--- src/rtl/multicycle_alu.sv ---
// rtl/multicycle_alu.sv - multi-cycle signed ALU with register-file writeback
//
// Purpose: executes one ADD/SUB/MUL/DIV per request on 16-bit signed operands.
//   ADD/SUB finish in one EXEC cycle; MUL (shift-add) and DIV (restoring) take
//   16 EXEC cycles. The result is presented for one WB cycle as a register-file
//   write strobe.
//
// Ports:
//   clk             clock, rising edge
//   reset           asynchronous, active-high reset
//   start           request a new operation (sampled only in IDLE)
//   opcode          00 ADD, 01 SUB, 10 MUL, 11 DIV
//   operand_a/_b    signed 16-bit operands
//   dest_index      destination register index
//   busy            high whenever not IDLE
//   write_enable    one-cycle register-file write strobe (WB)
//   write_reg_index register-file write index
//   write_data      signed 16-bit result
//   div_by_zero     error flag, valid with write_enable

module multicycle_alu (
  input  logic               clk,
  input  logic               reset,
  input  logic               start,
  input  logic [1:0]         opcode,
  input  logic signed [15:0] operand_a,
  input  logic signed [15:0] operand_b,
  input  logic [1:0]         dest_index,
  output logic               busy,
  output logic               write_enable,
  output logic [1:0]         write_reg_index,
  output logic signed [15:0] write_data,
  output logic               div_by_zero
);

  typedef enum logic [1:0] {IDLE, EXEC, WB} state_t;

  localparam logic [1:0] OP_ADD = 2'b00;
  localparam logic [1:0] OP_SUB = 2'b01;
  localparam logic [1:0] OP_MUL = 2'b10;
  localparam logic [1:0] OP_DIV = 2'b11;

  state_t state_q, state_d;

  // Latched request
  logic [1:0]         op_q;
  logic signed [15:0] a_q, b_q;
  logic [1:0]         dest_q;
  logic               neg_q;       // sign(a) ^ sign(b)
  logic [3:0]         cnt_q;

  // Multiplier: accumulator, left-shifting multiplicand, right-shifting multiplier
  logic [16:0]        acc_q, mcand_q;
  logic [15:0]        mplier_q;

  // Divider: partial remainder, dividend/quotient shift register, divisor
  logic [16:0]        rem_q, divisor_q;
  logic [15:0]        quot_q;

  // Registered writeback values
  logic [15:0]        res_q;
  logic [1:0]         widx_q;
  logic               dbz_q;

  // Magnitudes of the incoming operands; -32768 maps to 17'h08000
  logic [16:0] mag_in_a, mag_in_b;
  always_comb begin
    mag_in_a = operand_a[15] ? (17'd0 - {1'b1, operand_a}) : {1'b0, operand_a};
    mag_in_b = operand_b[15] ? (17'd0 - {1'b1, operand_b}) : {1'b0, operand_b};
  end

  // One iteration of each iterative unit
  logic [16:0] acc_nxt;
  logic [17:0] rem_sh;
  logic        rem_ge;
  logic [16:0] rem_nxt;
  logic [15:0] quot_nxt;

  always_comb begin
    acc_nxt  = acc_q + (mplier_q[0] ? mcand_q : 17'd0);
    rem_sh   = {rem_q, quot_q[15]};
    rem_ge   = rem_sh >= {1'b0, divisor_q};
    rem_nxt  = rem_ge ? 17'(rem_sh - {1'b0, divisor_q}) : rem_sh[16:0];
    quot_nxt = {quot_q[14:0], rem_ge};
  end

  // Single-cycle ops and divide-by-zero bypass the iterative units
  logic is_dbz, last_exec;
  always_comb begin
    is_dbz    = (op_q == OP_DIV) && (b_q == 16'sd0);
    last_exec = (op_q == OP_ADD) || (op_q == OP_SUB) || is_dbz || (cnt_q == 4'd15);
  end

  // Result as seen at the final EXEC edge (uses the last iteration's values)
  logic [15:0] result_c;
  always_comb begin
    result_c = 16'd0;
    case (op_q)
      OP_ADD: result_c = a_q + b_q;
      OP_SUB: result_c = a_q - b_q;
      OP_MUL: result_c = neg_q ? (16'd0 - acc_nxt[15:0]) : acc_nxt[15:0];
      OP_DIV: result_c = is_dbz ? 16'd0 : (neg_q ? (16'd0 - quot_nxt) : quot_nxt);
      default: result_c = 16'd0;
    endcase
  end

  // State register
  always_ff @(posedge clk or posedge reset) begin
    if (reset) state_q <= IDLE;
    else       state_q <= state_d;
  end

  // Next-state logic
  always_comb begin
    state_d = state_q;
    case (state_q)
      IDLE:    if (start) state_d = EXEC;
      EXEC:    if (last_exec) state_d = WB;
      WB:      state_d = IDLE;
      default: state_d = IDLE;
    endcase
  end

  // Output logic
  always_comb begin
    busy            = (state_q != IDLE);
    write_enable    = (state_q == WB);
    div_by_zero     = (state_q == WB) && dbz_q;
    write_reg_index = widx_q;
    write_data      = res_q;
  end

  // Datapath
  always_ff @(posedge clk or posedge reset) begin
    if (reset) begin
      op_q      <= 2'd0;
      a_q       <= 16'sd0;
      b_q       <= 16'sd0;
      dest_q    <= 2'd0;
      neg_q     <= 1'b0;
      cnt_q     <= 4'd0;
      acc_q     <= 17'd0;
      mcand_q   <= 17'd0;
      mplier_q  <= 16'd0;
      rem_q     <= 17'd0;
      divisor_q <= 17'd0;
      quot_q    <= 16'd0;
      res_q     <= 16'd0;
      widx_q    <= 2'd0;
      dbz_q     <= 1'b0;
    end else begin
      case (state_q)
        IDLE: begin
          if (start) begin
            op_q      <= opcode;
            a_q       <= operand_a;
            b_q       <= operand_b;
            dest_q    <= dest_index;
            neg_q     <= operand_a[15] ^ operand_b[15];
            cnt_q     <= 4'd0;
            acc_q     <= 17'd0;
            mcand_q   <= mag_in_a;
            mplier_q  <= mag_in_b[15:0];
            rem_q     <= 17'd0;
            divisor_q <= mag_in_b;
            quot_q    <= mag_in_a[15:0];
          end
        end
        EXEC: begin
          cnt_q    <= cnt_q + 4'd1;
          acc_q    <= acc_nxt;
          mcand_q  <= {mcand_q[15:0], 1'b0};
          mplier_q <= {1'b0, mplier_q[15:1]};
          rem_q    <= rem_nxt;
          quot_q   <= quot_nxt;
          if (last_exec) begin
            res_q  <= result_c;
            widx_q <= dest_q;
            dbz_q  <= is_dbz;
          end
        end
        default: ;
      endcase
    end
  end

endmodule

--- config.mk ---
export PLATFORM = sky130hd
export DESIGN_NAME = multicycle_alu
export DESIGN_NICKNAME = d
export VERILOG_FILES = /design/src/rtl/multicycle_alu.sv
export SDC_FILE = /design/constraint.sdc
export NUM_CORES = 1
export LEC_CHECK = 0
export BUFFER_PORTS_ARGS = -buffer_cell sky130_fd_sc_hd__buf_2
export CORE_ASPECT_RATIO = 0.5
export CORE_UTILIZATION = 50
export DETAILED_ROUTE_END_ITERATION = 10
export PLACE_DENSITY = 0.68
export REMOVE_ABC_BUFFERS = 1
export SYNTH_ARGS = -nofsm -noshare
export SYNTH_HDL_FRONTEND = slang
export SYNTH_SLANG_ARGS = --single-unit
--- constraint.sdc ---
create_clock -name clk -period 5.26 [get_ports clk]
set_input_delay 1.052 -clock clk [delete_from_list [all_inputs] [get_ports clk]]
set_output_delay 1.052 -clock clk [all_outputs]
set_load 0.03 [all_outputs]
---- Word level (Yosys, flattened, before mapping) ----
Cells that the tools add are included.
cells by class
  magnitude comparators ................... 1
  $add $sub $neg .......................... 9
  reduce and logical (&&, ||, !) cells .... 14
  equality and inequality tests ........... 8
  bitwise logic cells ..................... 1
  muxes and demuxes ....................... 22
operator list
  kind                   number
  $mux 17                6
  $pmux 17 s2            3
  $mux 16                5
  $pmux 16 s2            2
  $pmux 16 s4            1
  $sub 1x17->17 const A  2
  $sub 1x16->16 const A  2
  $ge 18x17->1           1
  $add 17x17->17         1
  $sub 17x17->17         1
  $add 16x16->16         1
  $logic_not 16->1       1
  $sub 16x16->16         1
  $pmux 4 s2             1
  $reduce_and 2->1       4
  $eq 2x2->1 const B     3
  $add 4x1->4 const B    1
  $eq 2x1->1 const B     2
  $eq 4x4->1 const B     1
  $logic_not 2->1        2
  $mux 2                 2
  $mux 4                 1
  $ne 2x2->1 const B     2
  $pmux 2 s2             1
  other kinds (4)        8
storage, ports and cells
  bits in registers ....................... 162
  output and inout port bits .............. 21
  bits of input ports ..................... 39
  logic and storage cells ................. 71

---- Longest topological paths before layout ----
  word-level depth ........................ 6
  mapped depth ............................ 17
  gate-level depth less buffers ........... 17

---- Worst setup path before layout ----
No wires, ideal clock.
  kind .................................... reg-to-reg
  start ................................... reg b_q[0]
  end ..................................... reg res_q[14] (netlist: write_data[14])
  stages on the path, launching flop included .. 15
  arrival ................................. 3.653 ns
  setup slack ............................. 1.481 ns
  period minus slack after synthesis ...... 3.779 ns
  cells stage by stage .................... dfrtp_1 -> ha_1 -> fa_1 -> nor2b_1 -> o21ai_0 -> a22o_1 -> o21a_1 -> o31ai_2 -> clkinv_1 -> ha_1 -> inv_1 -> o21ai_2 -> xnor2_1 -> a221o_1 -> o32a_1
on the way
  word-level cells in the longest chain between the ends .. 5
  elaborated cells on any way between the ends .. 9
  those cells by class .................... 2 x add/sub; 2 x mux; 5 x reduce/logical
ends and longest elaborated chain
  element                                                 line  source
  start, declared                                         47    logic signed [15:0] a_q, b_q;
  start signal, assigned                                  157   b_q <= operand_b;
  branches (longest 5 deep; another with $sub 16x16->16)  --
  end signal, assigned                                    177   res_q <= result_c;
  end, declared                                           61    logic [15:0] res_q;
Parallel ways; which one is timed is not known.
A chain may end at the register's enable or synchronous reset.

---- Final worst setup path ----
  start ................................... reg b_q[0]
  end ..................................... reg res_q[13] (netlist: write_data[13])
The elaborated chain is that of the path after synthesis.

==> results.toml <==
[placed_design]
port_buffers = 59
dp_slack_ps = 1030
gp_congestion = 0.927
dp_hpwl_um = 19400

[detailed_routing]
post_drt_via_cell_ratio = 5.92
wl_per_cell_um = 18.0
first_iter_violations = 874
wl_met1_um = 13200
ant_nets = 0
vias = 8992
route.detailed.drc = 0
routed_wl_um = 27400
first_pass_iters = 6
dr_wl_met3_um = 1310
met2_length_um = 12600
top_layer_used = "met4"

[logic_synthesis]
async_flop_share_pct = 100
synth_cells = 1215
synth-edff-count = 0
synth.most_common_cell = "nand2_1"
yosysSeqAreaShare_pct = 38.5
yosysUniqueCellTypes = 71
ys.flop_type = "dfrtp_1"
synth_area_leaders = "dfrtp_1 (39%), nand2_1 (6.9%), ha_1 (6.4%)"
synth_top_area_share_pct = 38.5
synth_warnings = 0
syn_avg_cell_area_um2 = 8.50
ys_ff_latch = 159
netlist_area_um2 = 10300
ys_top_cells_by_count = "nand2_1 (189), dfrtp_1 (159), nor2_1 (93)"
synth_largest_area_cell = "dfrtp_1"

[clock_tree]
cts_root_buf = "clkbuf_16"
insertion_delay_ps = 440
cts_tree = "done"
cts_hold_buf = 0
cts_max_level = 4
clkTransAtPathRegs_ps = 70
postCtsSetupRepairBufs = 0
cts_inserted_buffers = 17
cts.sinks = 159
cts_resized = 0
clk_path_buf_depth = 2

[sta]
fin_hold_ws_ps = 466
fin_ws_ps = 940
hold_viol = 0
period_share_pct = 82.1
min_period_ps = 4320
finalSetupViolCount = 0
slew_headroom_pct = 18.3
slew_viol_final = 0
worst_pin_slew_ps = 1220
worst_clock_skew_ps = 11.1
rsz0062_at_grt = "false"
max_freq_mhz = 231

[die]
initial_core_util_pct = 52.0
ioPinCount = 60
core_region_area_um2 = 19900
std_cell_rows = 36
die_area_um2 = 21300
die_w_um = 205
dieHeight_um = 104

[critical_path]
r2r_cells = 13
r2r-end = "write_data[13]"
cp_max_fo = 26
path_class = "reg -> reg"
path_cells = "inv_1, ha_1, nor3b_1, nor3b_1, nand3b_1, or3_1, nor3_1, nand3_1, nand2_1, nand2_1, clkinv_1, o221ai_1, o22a_1"
cp.arrival_ps = 4640
r2r-start = "b_q[0]"
cp-end-kind = "flip-flop"
max_stage_delay_ps = 690
cp.required_ps = 5580
rrSetupSlack_ps = 940
startpoint = "b_q[0]"
cp-start-kind = "flip-flop"
cp-endpoint = "write_data[13]"
slowest_stage = "clkinv_1"

[cells_and_area]
syn2layout_area_growth_pct = 10.3
fill_cells = 1792
final_nets = 1335
diodes = 0
regArea_um2 = 3980
drive_gt1_share_pct = 9.82
multi_input_area_um2 = 5920

[global_route]
antenna_found_initial = 0
grtUsageTotal_pct = 27.0
grt_max_degree = 82
grt_pass1_vias = 8673
grt_pass1_wl_um = 45300
gr-total-overflow = 0

[run_status]
status = "finished, final reports clean"

[min_path]
hold_class = "reg -> reg"

[run]
maxCapViolations = 0
==> critical path: cells and delay by family, from the launching register on <==
family / cells / cell delay, ps
simple gates: 8 / 2310
fa+ha+maj: 1 / 160
flops: 1 / 430
compound gates: 2 / 480
buf+inv: 2 / 790
==> stage by stage <==
stage          cell area (um2)  util, %  setup TNS (ps)  cells
2_1_floorplan            10100        -          -13290   1153
3_3_place_gp             10800     54.4               0   1487
3_5_place_dp             10800     54.4               0   1487
4_1_cts                  11400     57.4               0   1519
5_1_grt                  11400     57.4               0   1519
6_report                 11400     57.4               0   1519
==> state kept, by name, summed over array words and instances (netlist names), 4 cells and up <==
| register | cells |
|---|---|
| rem_q | 17 |
| a_q | 16 |
| acc_q | 16 |
| b_q | 16 |
| divisor_q | 16 |
| mcand_q | 16 |
| mplier_q | 16 |
| quot_q | 16 |
| write_data | 16 |
| cnt_q | 4 |
==> cell type report <==
class                   instances  share of cell area [%]
inverters                      53                    1.79
flip-flops and latches        159                    34.9
well taps                     266                    2.92
clock inverters                13                    1.43
repair buffers                 68                    3.18
multi-input cells             941                    52.0
clock buffers                  19                    3.80
==> routing by layer <==
| layer | global-route usage (%) | vias up |
|---|---|---|
| met1 | 38.6 | 4391 |
| met3 | 4.50 | 25 |
| met4 | 7.14 | 0 |
| met2 | 42.4 | 245 |
| met5 | 0 | - |
| li1 | - | 4331 |
==> worst min path at each step <==
stage,startpoint,end,slack [ps],cells past startpoint
detailed placement,dest_q[1],write_reg_index[1],450,2
CTS,dest_q[1],write_reg_index[1],470,2
finish,dest_q[1],write_reg_index[1],470,2
global route,divisor_q[13],divisor_q[13],490,1
floorplan,dest_q[0],write_reg_index[0],440,2
global placement,dest_q[1],write_reg_index[1],450,2
==> cells in the final DEF (no fill, tap or decap), types with 4 or more instances in the layout <==
cell       instances
xnor2_1           51
o22ai_1           31
mux2i_1            9
or4_1              5
a21o_1            17
o21bai_1           4
nand2b_1           9
buf_4              9
a31oi_1            5
nor2b_1           13
nor3_1            16
nand4_1            4
o21ai_0           89
clkbuf_16         17
xor2_1            55
ha_1              53
and2_1            16
nand3b_1           7
a21oi_1           83
nor2_1            92
dfrtp_1          159
o41ai_1            6
a222oi_1           4
o31ai_1           26
nand3_1           45
a211oi_1           4
buf_2             59
o21a_1            10
nand2_1          188
or2_2              8
or3_1             10
a221o_1           15
inv_1             49
==> logic make-up (layout without fill, tap and decap cells) <==
kind of cell,after synthesis,in the layout,share of synthesized area [%]
AND/OR/NAND/NOR,438,438,19.6
AO/OA/AOI/OAI,330,330,20.4
flip-flops,159,159,38.5
buffers and inverters,115,153,4.44
XOR/XNOR,106,106,8.99
adder cells (fa/ha/maj),56,56,7.00
multiplexers,11,11,1.09
Power is not shown: default switching activity piles up to over one toggle a cycle in this logic, so the estimate is an artifact.
